`src/rtl/apb_modport_if.sv`:
```
// rtl/apb_modport_if.sv - APB bus bundle with master, slave and monitor modports
interface apb_modport_if #(
    parameter int ADDR_WIDTH   = 32,
    parameter int DATA_WIDTH   = 32,
    parameter int NO_OF_SLAVES = 7
);
    logic [ADDR_WIDTH-1:0]   paddr;
    logic [DATA_WIDTH-1:0]   pwdata;
    logic                    pwrite;
    logic [NO_OF_SLAVES-1:0] psel_x;
    logic                    penable;
    logic [DATA_WIDTH-1:0]   prdata;
    logic                    pready;
    logic                    pslverr;

    modport master (
        output paddr, pwdata, pwrite, psel_x, penable,
        input  prdata, pready, pslverr
    );

    modport slave (
        input  paddr, pwdata, pwrite, psel_x, penable,
        output prdata, pready, pslverr
    );

    modport monitor (
        input paddr, pwdata, pwrite, psel_x, penable,
        input prdata, pready, pslverr
    );
endinterface

```
`src/rtl/apb_modport.sv`:
```
// rtl/apb_modport.sv - APB completer array of one-hot selected register banks
module apb_modport #(
    parameter int ADDR_WIDTH     = 32,
    parameter int DATA_WIDTH     = 32,
    parameter int NO_OF_SLAVES   = 7,
    parameter int REGS_PER_SLAVE = 8
) (
    input  logic          pclock,
    input  logic          presetn,   // active-high asynchronous reset despite the name
    apb_modport_if.slave  bus
);
    // The last register of every bank is the read-only ID, so only the
    // lower REGS_PER_SLAVE-1 registers need storage.
    localparam int DATA_REGS = REGS_PER_SLAVE - 1;
    localparam int IDX_W     = $clog2(REGS_PER_SLAVE);
    localparam int BANK_W    = (NO_OF_SLAVES > 1) ? $clog2(NO_OF_SLAVES) : 1;
    localparam int CNT_W     = $clog2(NO_OF_SLAVES + 1);
    localparam int WIN_LSB   = IDX_W + 2;
    localparam logic [15:0] ID_TAG = 16'hA9B0;

    logic [DATA_WIDTH-1:0] regs_q [NO_OF_SLAVES][DATA_REGS];
    logic [DATA_WIDTH-1:0] regs_d [NO_OF_SLAVES][DATA_REGS];

    logic [CNT_W-1:0]      sel_count;
    logic [BANK_W-1:0]     bank;
    logic [IDX_W-1:0]      reg_idx;
    logic                  sel_any;
    logic                  sel_onehot;
    logic                  access;
    logic                  misaligned;
    logic                  out_of_window;
    logic                  ro_write;
    logic                  xfer_err;
    logic                  wr_en;
    logic                  rd_en;
    logic [DATA_WIDTH-1:0] rd_word;

    // Count asserted selects and remember which bank is addressed; the bank
    // number is only meaningful when exactly one select is high.
    always_comb begin
        sel_count = '0;
        bank      = '0;
        for (int k = 0; k < NO_OF_SLAVES; k++) begin
            if (bus.psel_x[k]) begin
                sel_count = sel_count + CNT_W'(1);
                bank      = BANK_W'(k);
            end
        end
    end

    assign sel_any       = (sel_count != '0);
    assign sel_onehot    = (sel_count == CNT_W'(1));
    assign reg_idx       = bus.paddr[WIN_LSB-1:2];
    assign misaligned    = |bus.paddr[1:0];
    assign out_of_window = |bus.paddr[ADDR_WIDTH-1:WIN_LSB];
    assign ro_write      = bus.pwrite && (reg_idx == IDX_W'(DATA_REGS));

    // Any select with penable is an access phase; penable without a select
    // is simply ignored and never reports an error.
    assign access   = sel_any && bus.penable;
    assign xfer_err = !sel_onehot || misaligned || out_of_window || ro_write;
    assign wr_en    = access && bus.pwrite && !xfer_err;
    assign rd_en    = access && !bus.pwrite && !xfer_err;

    // Read mux: the ID word for the top index, otherwise the stored register.
    always_comb begin
        rd_word = '0;
        for (int k = 0; k < NO_OF_SLAVES; k++) begin
            if (bank == BANK_W'(k)) begin
                if (reg_idx == IDX_W'(DATA_REGS)) begin
                    rd_word = DATA_WIDTH'({ID_TAG, 8'h00, 8'(k)});
                end else begin
                    for (int r = 0; r < DATA_REGS; r++) begin
                        if (reg_idx == IDX_W'(r)) begin
                            rd_word = regs_q[k][r];
                        end
                    end
                end
            end
        end
    end

    // Next-state of the register file: only the addressed word of the
    // addressed bank takes the full write data.
    always_comb begin
        regs_d = regs_q;
        if (wr_en) begin
            for (int k = 0; k < NO_OF_SLAVES; k++) begin
                for (int r = 0; r < DATA_REGS; r++) begin
                    if ((bank == BANK_W'(k)) && (reg_idx == IDX_W'(r))) begin
                        regs_d[k][r] = bus.pwdata;
                    end
                end
            end
        end
    end

    // Register file storage; reset discards any access in flight.
    always_ff @(posedge pclock or posedge presetn) begin
        if (presetn) begin
            for (int k = 0; k < NO_OF_SLAVES; k++) begin
                for (int r = 0; r < DATA_REGS; r++) begin
                    regs_q[k][r] <= '0;
                end
            end
        end else begin
            regs_q <= regs_d;
        end
    end

    // Zero-wait-state response, held quiet while reset is asserted.
    assign bus.pready  = access && !presetn;
    assign bus.pslverr = access && xfer_err && !presetn;
    assign bus.prdata  = (rd_en && !presetn) ? rd_word : '0;
endmodule

```
`src/flat_wrapper.sv`:
```
// flat-port wrapper written by rule: the top's interface ports become plain ports
module apb_modport_flat 
#(
    parameter int ADDR_WIDTH     = 32,
    parameter int DATA_WIDTH     = 32,
    parameter int NO_OF_SLAVES   = 7,
    parameter int REGS_PER_SLAVE = 8
)
  (pclock, presetn, bus_paddr, bus_pwdata, bus_pwrite, bus_psel_x, bus_penable, bus_prdata, bus_pready, bus_pslverr);
  apb_modport_if #(.ADDR_WIDTH(ADDR_WIDTH), .DATA_WIDTH(DATA_WIDTH), .NO_OF_SLAVES(NO_OF_SLAVES)) bus_i ();
  input  logic pclock;
  input  logic presetn;
  input wire logic [$bits(bus_i.paddr)-1:0] bus_paddr;
  input wire logic [$bits(bus_i.pwdata)-1:0] bus_pwdata;
  input wire logic [$bits(bus_i.pwrite)-1:0] bus_pwrite;
  input wire logic [$bits(bus_i.psel_x)-1:0] bus_psel_x;
  input wire logic [$bits(bus_i.penable)-1:0] bus_penable;
  output wire logic [$bits(bus_i.prdata)-1:0] bus_prdata;
  output wire logic [$bits(bus_i.pready)-1:0] bus_pready;
  output wire logic [$bits(bus_i.pslverr)-1:0] bus_pslverr;
  assign bus_i.paddr = bus_paddr;
  assign bus_i.pwdata = bus_pwdata;
  assign bus_i.pwrite = bus_pwrite;
  assign bus_i.psel_x = bus_psel_x;
  assign bus_i.penable = bus_penable;
  assign bus_prdata = bus_i.prdata;
  assign bus_pready = bus_i.pready;
  assign bus_pslverr = bus_i.pslverr;
  apb_modport #(.ADDR_WIDTH(ADDR_WIDTH), .DATA_WIDTH(DATA_WIDTH), .NO_OF_SLAVES(NO_OF_SLAVES), .REGS_PER_SLAVE(REGS_PER_SLAVE)) u_core (.pclock(pclock), .presetn(presetn), .bus(bus_i));
endmodule
```
`config.mk`:
```
export PLATFORM = sky130hd
export DESIGN_NAME = apb_modport_flat
export DESIGN_NICKNAME = d
export VERILOG_FILES = /design/src/rtl/apb_modport_if.sv /design/src/rtl/apb_modport.sv /design/src/flat_wrapper.sv
export SDC_FILE = /design/constraint.sdc
export NUM_CORES = 2
export LEC_CHECK = 0
export ABC_AREA = 1
export CAP_MARGIN = 10
export CORE_AREA = 2 2 422 528
export CTS_BUF_LIST = sky130_fd_sc_hd__clkbuf_8
export DETAILED_ROUTE_END_ITERATION = 6
export DIE_AREA = 0 0 424 530
export GPL_TIMING_DRIVEN = 0
export HOLD_SLACK_MARGIN = 0.03
export PLACE_DENSITY = 0.6
export SYNTH_ARGS = -nofsm -noshare
export SYNTH_HDL_FRONTEND = slang
export SYNTH_SLANG_ARGS = --single-unit
```
`constraint.sdc`:
```
create_clock -name pclock -period 171.2 [get_ports pclock]
set_input_delay 34.24 -clock pclock [delete_from_list [all_inputs] [get_ports pclock]]
set_output_delay 34.24 -clock pclock [all_outputs]
set_load 0.005 [all_outputs]
```
# Yosys cells after proc, flatten, opt, wreduce, memory -nomap -nowiden

Cells that the tools add are included.

Register bits: 1,568

Add/sub/neg operators: 6
Eq/ne operators: 14
Mux-type cells: 77
Reduce and logical (&&, ||, !) cells: 120

Operators by type and width:

| cell                  | count |
|---|---|
| $mux W32              | 64 |
| $reduce_and A2 Y1     | 49 |
| $logic_and A1 B1 Y1   | 59 |
| $mux W3               | 9 |
| $reduce_or A27 Y1     | 1 |
| $eq A3 B3 Y1 const B  | 7 |
| $add A3 B1 Y3 const B | 5 |
| $eq A3 B2 Y1 const B  | 4 |
| $eq A3 B1 Y1 const B  | 3 |
| $logic_not A3 Y1      | 2 |
| $logic_not A1 Y1      | 4 |
| $mux W2               | 2 |
| $logic_or A1 B1 Y1    | 3 |
| $reduce_bool A3 Y1    | 1 |
| $add A1 B1 Y2 const B | 1 |
| $mux W1               | 2 |
| $reduce_or A2 Y1      | 1 |

# Depth between registers and ports, before layout

Word-level depth: 65
Gate-level depth with buffers: 65

# Least setup slack after synthesis

No wires, ideal clock.

Path kind: input port to output port
Start: input port bus_paddr[4]
End: output port bus_prdata[4]
Arrival: 37,968 ps
Path slack: 98,992 ps
Stages: 63
Buffers on the path: 2
Cells stage by stage: buf_4 -> inv_1 -> nand2_2 -> inv_2 -> buf_4 -> nand2_1 -> nand2_1 -> a21oi_1 -> nand4_1 -> nand3_1 -> nand3_1 -> nand3_1 -> nand2_1 -> nand2_1 -> nand2_1 -> nand2_1 -> nand2_1 -> nand2_1 -> [27 not listed] -> nand3_1 -> nand3_1 -> nand3_1 -> nand2_1 -> nand2_1 -> nand2_1 -> nand2_1 -> nand2_1 -> nand2_1 -> nand2_1 -> nand2_1 -> nand2_1 -> nand2_1 -> nand2_1 -> nand2_1 -> nand2_1 -> nand2_1 -> a21oi_1

Longest elaborated chain between the ends: 65
Elaborated cells between the ends (all ways): 77
Classes of those cells: eq/ne: 7; mux: 64; reduce/logical: 6

Ends and longest elaborated chain:

| element               | RTL line           | source |
|---|---|---|
| start: declaration    | flat_wrapper.sv:13 | `input wire logic [$bits(bus_i.paddr)-1:0] bus_paddr;` |
| $logic_not A3 Y1      | apb_modport.sv:74  | `if (reg_idx == IDX_W'(r)) begin` |
| $mux W32 (7 in a row) | apb_modport.sv:74  |  |
| $mux W32              | apb_modport.sv:70  | `if (reg_idx == IDX_W'(DATA_REGS)) begin` |
| $mux W32              | apb_modport.sv:69  | `if (bank == BANK_W'(k)) begin` |
| $mux W32 (7 in a row) | apb_modport.sv:74  |  |
| $mux W32              | apb_modport.sv:70  |  |
| $mux W32              | apb_modport.sv:69  |  |
| $mux W32 (7 in a row) | apb_modport.sv:74  |  |
| [19 not listed]       | -                  |  |
| $mux W32              | apb_modport.sv:69  |  |
| $mux W32 (7 in a row) | apb_modport.sv:74  |  |
| $mux W32              | apb_modport.sv:70  |  |
| $mux W32              | apb_modport.sv:69  |  |
| $mux W32 (7 in a row) | apb_modport.sv:74  |  |
| $mux W32              | apb_modport.sv:70  |  |
| $mux W32              | apb_modport.sv:69  |  |
| $mux W32 *            | apb_modport.sv:114 | `assign bus.prdata = (rd_en && !presetn) ? rd_word : '0;` |
| end: declaration      | flat_wrapper.sv:18 | `output wire logic [$bits(bus_i.prdata)-1:0] bus_prdata;` |

Mark *: on every way between the ends. The rest lies on a longest branch, timed or not.

# Final worst setup path

Start: input port bus_paddr[3]
End: output port bus_prdata[12]

The elaborated chain is that of the path after synthesis.

==> impl_metrics.ini <==
[min_path]
hp-class = reg2reg
holdPathStages = 2
holdPathEnd = u_core.regs_q[806]$_DFFE_PP0P_
min_from = u_core.regs_q[806]$_DFFE_PP0P_

[critical_path]
worst_path_max_delay_cell = clkdlybuf4s50_1
worstRegToRegCells = 2
critical_path_class = in2out
max_stage_delay_ns = 0.58
r2r_slack_ns = 170.45
crit_required_ns = 136.96
startpoint_type = input pin
reg2reg_to = u_core.regs_q[1161]$_DFFE_PP0P_
worstReg2RegStart = u_core.regs_q[1161]$_DFFE_PP0P_
cp.arrival_ns = 42.83
cp-end-kind = output pin
cpMostUsedCell = nand2_1
critical_path.max_fanout = 10

[route]
route.final.wire_length_microns = 323000
vias = 73491
drtAntennaViolNets = 0
first_iter_violations = 8852
drt_pass1_iterations = 7
wl_per_cell_microns = 23.3
drc_errors = 5
vias_per_cell = 5.31

[layout]
syn_to_final_growth_pct = 14.1
drive_above_1_share = 0.0834
reg.largest.list = u_core.regs_q (1568)
largest_reg_flops = 1568
multi_input_area_sq_mm = 0.0323
nNetsFinal = 10812
fillers = 23056
regArea_sq_mm = 0.0392
top_register = u_core.regs_q

[sta]
rsz0062_at_grt = no
fin_hold_ws_ns = 0.476
tightest_slew_ns = 1.32
relSlewSlack = 0.117
hold_violations = 0
finalCriticalPeriod_ns = 77.07
fmax_mhz = 13.0
fin_tns_setup_ns = 0
maxSlewViolCount = 0
fin_worst_skew_ns = 0
period_share = 0.450
setup-violations-final = 0

[synth]
postSynthCellCount = 10311
postSynthAreaPerCell_sq_um = 7.42
yosys-top-cells-area = dfrtp_1 (51%), nand2_1 (19%), o21ai_0 (10%), nor2_1 (4.6%), nand3_1 (3.5%)
synth-seq-cells = 1568
synth_cell_type_count = 37
synth_top_cell_by_area = dfrtp_1
synth_warnings = 0
ys_async_sr_fraction = 1.00
syn-cell-area_sq_mm = 0.0765
synthDominantCellAreaShare = 0.513
synth_flop_cell = dfrtp_1
yosys-top-cells-count = nand2_1 (3850), o21ai_0 (1577), dfrtp_1 (1568), nor2_1 (932), clkbuf_1 (562)
ys_seq_area_frac = 0.513
synth_edf_count = 0
yosysMostFrequentCell = nand2_1
syn-num-nets = 10392

[floorplan]
die_x_microns = 424
fp.dieH_microns = 530
core_area_sq_mm = 0.220
start_util = 0.347
die_area_sq_mm = 0.225
ioPinCount = 109
rows = 193

[clocking]
postCtsSetupBuffers = 0
hold_buffers = 0
cts_buffer_depth = 4
cts_resized = 0
cts_sinks = 1568
cts_inserted_buffers = 289
insertion_delay_ns = 1.03
cts_root_buf = clkbuf_8
tritoncts = yes
path_clk_slew_ns = 0.06
htreeDepth = 5

[grt]
grt_max_degree = 131
grt_pass1_vias = 70245
grt-ovfl-total = 0
antenna_found_initial = 16
grt_pass1_wl_microns = 468000
grt_usage = 0.281

[place]
place.gp.congestion = 0.974
numPortBuffers = 105
hpwl_microns = 242000

[pwr]
p_per_area_mw_per_mm2 = 9.23
leakage_nw = 44.0
finalPower_uw = 806
irDropWorstVdd_v = 0.00000701

[run_status]
status = finished with violations
violations = design-rule violations

[run]
cap_violations = 0
-- worst max-delay path by stage --
stage | from | end | slack [ns]
3_3_place_gp | presetn | u_core.regs_q[618]$_DFFE_PP0P_ | 74.07
6_report | bus_paddr[3] | bus_prdata[12] | 94.13
2_1_floorplan | presetn | u_core.regs_q[0]$_DFFE_PP0P_ | 92.72
5_1_grt | bus_paddr[3] | bus_prdata[12] | 93.85
3_5_place_dp | bus_paddr[3] | bus_prdata[12] | 94.43
4_1_cts | bus_paddr[3] | bus_prdata[12] | 94.42
-- metal layers --
metal / wire [microns] / GRT usage / part of all wire
met5: 66 / 0 / 0.00020
met4: 25000 / 0.193 / 0.078
met3: 25400 / 0.0557 / 0.079
met2: 149000 / 0.454 / 0.46
met1: 123000 / 0.339 / 0.38
-- per-stage QoR --
step / utilization / cells / setup WS, ns / instance area (sq um)
after floorplan: - / 10311 / 92.72 / 76500
after global placement: 0.369 / 13341 / 74.07 / 81200
after detailed placement: 0.371 / 13365 / 94.43 / 81800
after CTS: 0.396 / 13841 / 94.42 / 87300
after global routing: 0.396 / 13843 / 93.85 / 87300
final: 0.397 / 13852 / 94.13 / 87300
-- layout by cell type, fill, tap and decap left out, types with 15 or more instances in the layout --
master,synthesis,routed
nand2_1,3850,3850
o21ai_0,1577,1577
dfrtp_1,1568,1568
nor2_1,932,925
clkbuf_1,562,562
nand3_1,538,538
inv_1,404,493
clkbuf_8,0,354
a21oi_1,253,253
or2_2,245,245
buf_2,152,152
clkdlybuf4s50_1,0,105
buf_4,51,51
nand4_1,35,35
buf_1,30,30
clkinv_2,0,20
nand3b_1,18,18
buf_16,0,15
-- layout make-up --
class,instances,share of cell area
flip-flops and latches,1568,0.449
multi-input cells,7521,0.370
clock buffers,354,0.0558
well taps,2925,0.0419
plain buffers,804,0.0397
repair buffers,129,0.0181
inverters,418,0.0181
clock inverters,122,0.00711
diodes,11,0.000315
-- kinds of logic (layout without fill, tap and decap cells) --
logic type,count (synthesis),in the layout,synth area share
AO/OA/AOI/OAI,1862,1862,0.123
adder cells (fa/ha/maj),6,6,0.000981
flip-flops,1568,1568,0.513
AND/OR/NAND/NOR,5644,5644,0.297
XOR/XNOR,9,9,0.00103
other,0,11,0
buffers and inverters,1222,1827,0.0658
-- where the power goes --
group	internal, mW	total [mW]	switching (mW)
logic	0.0175	0.0773	0.0597
registers	0.371	0.371	0.0000000000186
clock network	0.191	0.358	0.167
total	0.579	0.806	0.227
-- worst max-delay path: cells and delay by family --
kind / cells / cell delay [ns]
compound gates: 2 / 0.51
buf+inv: 4 / 1.52
simple gates: 54 / 6.55
No activity file was read; power rests on OpenSTA's default activity.
